### config.mk
export PLATFORM = sky130hd
export DESIGN_NAME = dmem_responder
export DESIGN_NICKNAME = d
export VERILOG_FILES = /design/src/rtl/dmem_responder.sv
export SDC_FILE = /design/constraint.sdc
export NUM_CORES = 2
export LEC_CHECK = 0
export CORE_MARGIN = 2
export CORE_UTILIZATION = 60
export CTS_CLUSTER_DIAMETER = 100
export DETAILED_ROUTE_END_ITERATION = 12
export PLACE_DENSITY = 0.77
export RECOVER_POWER = 100
export SYNTH_ARGS = -nofsm -noshare
export SYNTH_HDL_FRONTEND = slang
export SYNTH_SLANG_ARGS = --single-unit
### constraint.sdc
create_clock -name i_clk -period 9.16 [get_ports i_clk]
set_clock_uncertainty 0.05 [all_clocks]
set_input_delay 2.29 -clock i_clk [delete_from_list [all_inputs] [get_ports i_clk]]
set_output_delay 2.29 -clock i_clk [all_outputs]
set_load 0.01 [all_outputs]
### src/rtl/dmem_responder.sv
// dmem_responder: data-memory responder for the MIPS memory stage.
// A valid/ready request is latched in IDLE and waits WAIT_CYCLES cycles in WAIT.
// Byte/half/word storage is committed on the edge that enters RESP, and a
// one-cycle response follows.
// Optional build macro: DMEM_MISALIGN_TRAP_EN. When it is defined, misaligned
// half/word accesses are flagged on rsp_err and are not performed.
//
// state  | meaning
// IDLE   | ready for a request
// WAIT   | counting down wait states
// RESP   | response pulse, access already committed
module dmem_responder #(
  parameter int ADDR_W      = 8,
  parameter int WAIT_CYCLES = 1
) (
  input  logic        i_clk,
  input  logic        i_rst_n,
  input  logic        i_req_valid,
  output logic        o_req_ready,
  input  logic        i_req_we,
  input  logic [1:0]  i_req_size,
  input  logic        i_req_signed,
  input  logic [31:0] i_req_addr,
  input  logic [31:0] i_req_wdata,
  output logic        o_rsp_valid,
  output logic [31:0] o_rsp_rdata,
  output logic        o_rsp_err,
  output logic        o_busy
);

  localparam int         NWORDS   = 2 ** (ADDR_W - 2);
  localparam logic [3:0] CNT_INIT = (WAIT_CYCLES > 0) ? 4'(WAIT_CYCLES - 1) : 4'd0;

  typedef enum logic [1:0] {S_IDLE, S_WAIT, S_RESP} state_t;

  state_t              r_state;
  logic [3:0]          r_cnt;
  logic                r_we;
  logic [1:0]          r_size;
  logic                r_signed;
  logic [ADDR_W-1:0]   r_addr;
  logic [31:0]         r_wdata;
  logic                r_rsp_valid;
  logic [31:0]         r_rsp_rdata;
  logic                r_rsp_err;
  logic [31:0]         r_mem [NWORDS];

  logic                w_in_idle;
  logic                w_commit;
  logic                w_we;
  logic [1:0]          w_size;
  logic                w_signed;
  logic [ADDR_W-1:0]   w_addr;
  logic [31:0]         w_wdata;
  logic [ADDR_W-3:0]   w_idx;
  logic [31:0]         w_rd_word;
  logic [31:0]         w_byte_sh;
  logic [31:0]         w_half_sh;
  logic                w_mis;
  logic [3:0]          w_be;
  logic [31:0]         w_wrep;
  logic [31:0]         w_load;
  logic                w_unused;

  assign w_unused = &{1'b0, i_req_addr[31:ADDR_W]};

  assign w_in_idle   = (r_state == S_IDLE);
  assign o_req_ready = w_in_idle;
  assign o_busy      = !w_in_idle;
  assign o_rsp_valid = r_rsp_valid;
  assign o_rsp_rdata = r_rsp_rdata;
  assign o_rsp_err   = r_rsp_err;

  // With zero wait states the commit happens on the accepting edge, so the
  // access fields come straight from the request port in IDLE.
  assign w_we     = w_in_idle ? i_req_we                   : r_we;
  assign w_size   = w_in_idle ? i_req_size                 : r_size;
  assign w_signed = w_in_idle ? i_req_signed               : r_signed;
  assign w_addr   = w_in_idle ? i_req_addr[ADDR_W-1:0]     : r_addr;
  assign w_wdata  = w_in_idle ? i_req_wdata                : r_wdata;

  assign w_commit = i_rst_n &&
                    ((w_in_idle && i_req_valid && (WAIT_CYCLES == 0)) ||
                     ((r_state == S_WAIT) && (r_cnt == 4'd0)));

  assign w_idx     = w_addr[ADDR_W-1:2];
  assign w_rd_word = r_mem[w_idx];
  assign w_byte_sh = w_rd_word >> {w_addr[1:0], 3'b000};
  assign w_half_sh = w_rd_word >> {w_addr[1], 4'b0000};

`ifdef DMEM_MISALIGN_TRAP_EN
  assign w_mis = ((w_size == 2'b01) && w_addr[0]) ||
                 (w_size[1] && (w_addr[1:0] != 2'b00));
`else
  assign w_mis = 1'b0;
`endif

  // Lane enables, replicated store data and extended load data
  always_comb begin
    w_be   = 4'b1111;
    w_wrep = w_wdata;
    w_load = w_rd_word;
    case (w_size)
      2'b00: begin
        w_be   = 4'b0001 << w_addr[1:0];
        w_wrep = {4{w_wdata[7:0]}};
        w_load = {{24{w_signed & w_byte_sh[7]}}, w_byte_sh[7:0]};
      end
      2'b01: begin
        w_be   = w_addr[1] ? 4'b1100 : 4'b0011;
        w_wrep = {2{w_wdata[15:0]}};
        w_load = {{16{w_signed & w_half_sh[15]}}, w_half_sh[15:0]};
      end
      default: ;
    endcase
  end

  // Storage is not reset; contents survive reset
  always_ff @(posedge i_clk) begin
    if (w_commit && w_we && !w_mis) begin
      for (int b = 0; b < 4; b++) begin
        if (w_be[b]) r_mem[w_idx][8*b +: 8] <= w_wrep[8*b +: 8];
      end
    end
  end

  // Request FSM with latched fields and registered response outputs
  always_ff @(posedge i_clk or negedge i_rst_n) begin
    if (!i_rst_n) begin
      r_state     <= S_IDLE;
      r_cnt       <= 4'd0;
      r_we        <= 1'b0;
      r_size      <= 2'b00;
      r_signed    <= 1'b0;
      r_addr      <= '0;
      r_wdata     <= 32'd0;
      r_rsp_valid <= 1'b0;
      r_rsp_rdata <= 32'd0;
      r_rsp_err   <= 1'b0;
    end else begin
      r_rsp_valid <= 1'b0;
      case (r_state)
        S_IDLE: begin
          if (i_req_valid) begin
            r_we     <= i_req_we;
            r_size   <= i_req_size;
            r_signed <= i_req_signed;
            r_addr   <= i_req_addr[ADDR_W-1:0];
            r_wdata  <= i_req_wdata;
            r_cnt    <= CNT_INIT;
            r_state  <= (WAIT_CYCLES == 0) ? S_RESP : S_WAIT;
          end
        end
        S_WAIT: begin
          if (r_cnt == 4'd0) r_state <= S_RESP;
          else               r_cnt   <= r_cnt - 4'd1;
        end
        S_RESP:  r_state <= S_IDLE;
        default: r_state <= S_IDLE;
      endcase
      if (w_commit) begin
        r_rsp_valid <= 1'b1;
        r_rsp_rdata <= (w_we || w_mis) ? 32'd0 : w_load;
        r_rsp_err   <= w_mis;
      end
    end
  end

endmodule

=== Word level (Yosys, flattened, before mapping) ===
Memory sizes are Yosys's and may differ from the RTL's.
Index checks and enable logic that the tools add are counted.

* Register bits after elaboration: 83
* Bits in latches: 0
* RAM bits: 2,048
* Memory bits (read-only): 0
* Input port bits: 71
* Output and inout bits: 36
* Logic and storage cells: 61
* Memories kept: 1

* $add $sub $neg: 1
* Multipliers: 0
* Divide/modulo/power cells: 0
* Order comparisons: 0
* Equal/unequal tests: 5
* Shift operators: 3
* Muxes and demuxes: 29
* Bitwise operators: 2
* Reduce and logical (&&, ||, !) cells: 11

{| class="wikitable"
|+ Memories
! memory !! depth !! bits a word !! read ports !! clocked after memory_dff !! write ports !! RTL line !! source
|-
| r_mem || 64 || 32 || 1 || 0 || 1 || 46 || <nowiki>logic [31:0] r_mem [NWORDS];</nowiki>
|}

{| class="wikitable"
|+ Operator list
! cell !! count
|-
| $pmux 32 s2 || 2
|-
| $mux 32 || 2
|-
| $shr 32x5->16 || 1
|-
| $shr 32x5->8 || 1
|-
| $pmux 4 s2 || 2
|-
| $mux 1 || 15
|-
| $mux 4 || 3
|-
| $mux 8 || 1
|-
| $mux 2 || 3
|-
| $eq 2x1->1 const B || 2
|-
| $logic_not 2->1 || 2
|-
| $logic_not 4->1 || 1
|-
| $ne 2x2->1 const B || 2
|-
| $pmux 2 s2 || 1
|-
| $reduce_and 2->1 || 2
|-
| $shl 1x2->4 const A || 1
|-
| $sub 4x1->4 const B || 1
|-
| $logic_and 1x1->1 || 3
|-
| $reduce_and 3->1 || 1
|-
| $and 1x1->1 || 2
|-
| $ne 2x1->1 const B || 1
|-
| $reduce_bool 2->1 || 1
|-
| $logic_not 1->1 || 1
|}

=== Longest topological paths before layout ===
* Word-level depth: 7
* Gate-level depth with buffers: 16

=== Worst setup path after synthesis ===
OpenSTA, ideal clock, no wires.

* Path kind: input to register
* From: input i_req_wdata[7]
* To: memory r_mem[0][31] (data pin)
* Library setup time: 0.702 ns
* Arrival time: 5.885 ns
* Required time: 8.408 ns
* Path slack: 2.523 ns
* Cell stages on the path: 4
* Buffers on the path: 0
* Cells stage by stage: nand2_1 -> nand2_1 -> a21oi_1 -> o21ai_0

* Word-level cells in the longest chain between the ends: 2

{| class="wikitable"
|+ RTL lines
! item !! RTL line !! source
|-
| start, declared || 24 || <nowiki>input logic [31:0] i_req_wdata,</nowiki>
|-
| $mux 32 || 80 || <nowiki>assign w_wdata = w_in_idle ? i_req_wdata : r_wdata;</nowiki>
|-
| named net w_wdata[7] || 54 || <nowiki>logic [31:0] w_wdata;</nowiki>
|-
| $pmux 32 s2 || 103 || <nowiki>case (w_size)</nowiki>
|-
| named net w_wrep[31] || 61 || <nowiki>logic [31:0] w_wrep;</nowiki>
|-
| end, declared || 46 ||
|}

The timed path passes the listed nets, and every way through them passes these cells.

=== Worst setup path in the final report ===
* From: register r_state[1]
* To: register r_rsp_rdata[30] (netlist: o_rsp_rdata[30])

* Word-level cells in the longest chain between the ends: 7
* Elaborated cells on any way between the ends: 17
* Classes of those cells: 2 x eq/ne; 2 x shift; 6 x mux; 2 x bitwise; 4 x reduce/logical; 1 x memory

{| class="wikitable"
|+ RTL lines
! item !! RTL line !! source
|-
| start, declared || 36 || <nowiki>state_t r_state;</nowiki>
|-
| start signal, assigned || 151 || <nowiki>r_state <= (WAIT_CYCLES == 0) ? S_RESP : S_WAIT;</nowiki>
|-
| $logic_not 2->1 || 67 || <nowiki>assign w_in_idle = (r_state == S_IDLE);</nowiki>
|-
| $mux 8 || 79 || <nowiki>assign w_addr = w_in_idle ? i_req_addr[ADDR_W-1:0] : r_addr;</nowiki>
|-
| $mem_v2 64x32 || n/a ||
|-
| $shr 32x5->16 or $shr 32x5->8 (tied branches) || 89, 88 ||
|-
| $and 1x1->1, on equally long branches || 112, 107 ||
|-
| $pmux 32 s2 || 103 ||
|-
| $mux 32 || 163 || <nowiki>r_rsp_rdata <= (w_we || w_mis) ? 32'd0 : w_load;</nowiki>
|-
| end signal, assigned || 163 ||
|-
| end, declared || 44 || <nowiki>logic [31:0] r_rsp_rdata;</nowiki>
|}

Several ways; a longest one is shown, not always the timed one.
A chain may end at the register's enable or synchronous reset.

==> run_results.csv <==
group,metric,value,unit
synth,ys_ff_latch,2131,
worst_setup_path,r2r-start,"r_state[1]",
timing,worstMarginPinSlew,3.57,ns
worst_setup_path,start_kind,"register",
worst_setup_path,critical_path_arrival,8.71,ns
timing,period_needed,8.01,ns
grt,grt_max_degree,92,
grt,track_usage,34.4,%
pwr,p_int,21100,uW
clocking,clk_pin_slew,0.06,ns
worst_setup_path,crit_buf_inv,3,
placed_design,place_inst,6847,
synth,synth-edff-count,2048,
floorplan,fp-row-count,134,
placed_design,io_buffer_count,81,
worst_setup_path,required,9.85,ns
finish,layout.nets,5348,
drt,drc,0,
timing,slew_headroom,-138,%
pwr,power.net_switching,13800,uW
synth,yosys.area.top_type,"edfxtp_1",
worst_setup_path,cp_max_fo,38,
worst_setup_path,cpLargestDelayFamily,"buffers and inverters",
grt,grt_remaining_overflow,0,
pwr,swShare,39.5,%
timing,fin_tns_setup,0,ns
clocking,ctsHoldBuffers,0,
grt,top_usage_layer,"met2",
timing,timing.fmax,0.125,GHz
worst_setup_path,reg2reg_to,"o_rsp_rdata[30]",
synth,synthCells,5052,
pwr,pwr-share-clk,22.8,%
placed_design,place_area,85300,um^2
synth,syn_nets,5125,
grt,grt_use_met1,44.9,%
worst_hold_path,hp-class,"register to register",
floorplan,dieArea,137000,um^2
grt,antenna_found_initial,6,
floorplan,die_w,371,um
clocking,ctsLongestPathBuffers,3,
worst_setup_path,slowest_stage,"clkbuf_1",
clocking,post_cts_buffers,0,
worst_hold_path,whs_path_depth,2,
clocking,cts-resized-gates,0,
floorplan,fp.dieH,371,um
clocking,cts_sinks,2131,
worst_hold_path,min_from,"r_wdata[2]",
synth,synth-main-ff-cell,"edfxtp_1",
pwr,combPwrFrac,37.2,%
finish,syn_to_final_growth,12.2,%
drt,via_count,52900,
pwr,power.leakage,0.0285,uW
timing,hold_viol,0,
worst_setup_path,rrSetupSlack,1.15,ns
worst_hold_path,hold_path_end,"r_wdata[2]",
worst_setup_path,cpPeakStageDelay,2.20,ns
floorplan,initial_utilization,60.5,%
synth,synthDistinctLibCells,86,
synth,ys_seq_area_share,78.8,%
synth,netlist.area_leader.share,76.2,%
timing,hold-worst-slack,0.426,ns
finish,fin_cells,7216,
clocking,cts_tree,"done",
drt,ant_nets,0,
job,maxCapViolations,17,
grt,use_met2,51.6,%
finish,drive_gt1_share,9.50,%
clocking,numCtsBuffers,193,
pwr,seqPwrFrac,40.0,%
worst_setup_path,reg2regPathDepth,13,
status,violations,"capacitance limit, slew limit",
timing,maxSlewViolCount,834,
drt,via_per_inst,7.33,
grt,grt_pass1_vias,50800,
placed_design,dpl.hpwl,139,mm
status,status,"finished with violations",
synth,ys_async_sr_fraction,3.89,%
floorplan,coreArea,133000,um^2
clocking,clockRootBuffer,"clkbuf_16",
finish,fin_area,90600,um^2
placed_design,dp_slack,1.90,ns
drt,totalWireLength,239,mm
synth,netlist_area,80700,um^2
drt,dr.first_iter.drc_count,9219,
grt,grt_pass1_wl,342,mm
synth,syn_area_per_cell,16.0,um^2
drt,wire_per_inst,33.1,um
worst_setup_path,end_kind,"register",
placed_design,gp_congestion,0.938,
worst_setup_path,cp_cell_sequence,"or2_2 > clkbuf_1 > nor3b_1 > a31oi_1 > or2_2 > buf_4 > o22ai_1 > nor4_2 > nand3_1 > a211oi_1 > a22oi_2 > buf_4 > a41oi_1",
timing,fin_crit_sh,87.5,%
clocking,clock_latency,0.85,ns
synth,yosys_warnings,0,
floorplan,ios,107,
worst_setup_path,critical_path_class,"register to register",
timing,finalSetupViolations,0,
timing,rsz0062_at_grt,"no",
drt,drt_first_pass_iters,6,
timing,postLayoutSetupSlackWorst,1.15,ns
pwr,power_density,385,nW/um^2
pwr,ir_drop,0.424,mV
grt,use_met3,10.8,%
synth,synthTopCellsByArea,"edfxtp_1 76%, o22ai_1 5.8%, dfrtp_1 2.6%",
clocking,h-tree-depth,4,
==> area by class of cell <==
| type | count | area (um^2) |
|---|---|---|
| multi-input cells | 2523 | 15800 |
| well taps | 1768 | 2210 |
| flip-flops and latches | 2131 | 63600 |
| inverters | 12 | 45.0 |
| diodes | 5 | 12.5 |
| repair buffers | 414 | 2820 |
| clock buffers | 242 | 5120 |
| fillers | 8498 | 42900 |
| clock inverters | 121 | 1030 |
==> worst reg2reg max path, stage by stage, from the launching register on <==
cell	delay [ns]
dfrtp_1	0.86
or2_2	0.23
clkbuf_1	2.20
nor3b_1	0.10
a31oi_1	1.07
or2_2	0.51
buf_4	0.52
o22ai_1	0.30
nor4_2	0.83
nand3_1	0.18
a211oi_1	0.33
a22oi_2	0.25
buf_4	0.27
a41oi_1	0.22
==> kinds of logic (layout without fill, tap and decap cells) <==
kind of cell | count (synthesis) | count (layout) | share of synthesized area (%)
mux | 78 | 78 | 0.989
fa+ha+maj | 2 | 2 | 0.0310
buf+inv | 398 | 789 | 2.24
other cells | 1 | 6 | 0.00465
simple gates | 1136 | 1136 | 6.58
compound gates | 1304 | 1304 | 11.4
flops | 2131 | 2131 | 78.8
xor+xnor | 2 | 2 | 0.0217
==> Yosys cell counts (67+ instances only) <==
| library cell | instances |
|---|---|
| a21oi_1 | 67 |
| buf_2 | 137 |
| clkbuf_1 | 176 |
| dfrtp_1 | 83 |
| edfxtp_1 | 2048 |
| mux2i_1 | 73 |
| nand2_1 | 450 |
| nor2_1 | 129 |
| nor3_1 | 305 |
| nor4_1 | 80 |
| o221ai_1 | 104 |
| o22a_1 | 79 |
| o22ai_1 | 744 |
==> worst max-delay path by stage <==
| stage | from | endpoint | slack [ns] | depth (start not counted) |
|---|---|---|---|---|
| 2_1_floorplan | i_req_wdata[7] | r_mem[0][31] | 2.52 | 4 |
| 3_3_place_gp | i_req_addr[2] | o_rsp_rdata[14] | 2.01 | 13 |
| 3_5_place_dp | i_req_addr[4] | o_rsp_rdata[30] | 1.90 | 12 |
| 4_1_cts | i_req_addr[4] | o_rsp_rdata[30] | 2.75 | 12 |
| 5_1_grt | i_rst_n | r_mem[34][7] | 1.25 | 6 |
| 6_report | r_state[1] | o_rsp_rdata[30] | 1.15 | 13 |
==> routing by layer <==
metal	share of wire, %	wire (um)
met3	15	35100
met2	45	108000
met5	0.072	173
met1	33	79900
met4	6.7	16100
==> metrics by stage <==
| stage | total power, uW | util (%) |
|---|---|---|
| after global routing | 35400 | 67.9 |
| after detailed placement | 26400 | 63.9 |
| final | 34900 | 67.9 |
| after floorplan | 20800 | - |
| after CTS | 34200 | 68.5 |
| after global placement | 26100 | 63.9 |
==> registers in the layout, indices dropped and copies added, names as in the netlist, 2 cells and up <==
register     count
r_state          2
r_addr           8
r_size           2
o_rsp_rdata     32
r_wdata         32
r_mem         2048
r_cnt            4
==> power by group through the flow <==
stage / Sequential (uW) / Clock (uW) / Combinational, uW
floorplan: 14300 / 0 / 6520
global placement: 14000 / 0 / 12100
detailed placement: 14000 / 0 / 12400
CTS: 13800 / 7920 / 12500
global route: 14000 / 8310 / 13200
finish: 13900 / 7960 / 13000
==> cell usage in the layout (no fill, tap or decap), types with 22 or more instances in the layout <==
master and instances:
nand2_1 437, a21oi_1 57, clkinv_1 48, a31oi_1 25
and3_1 22, clkdlybuf4s50_1 45, clkbuf_1 236, dfrtp_1 83
nand3_1 58, nor2_1 125, clkinv_2 37, o22ai_1 743
edfxtp_1 2048, dlygate4sd3_1 35, clkbuf_16 197, mux2i_1 70
o22a_1 79, buf_4 122, nor4_1 77, a32o_1 26
or4_1 23, o221ai_1 104, a32oi_1 26, nor3_1 305
o21ai_0 33
Power figures use the tool's default switching activity.
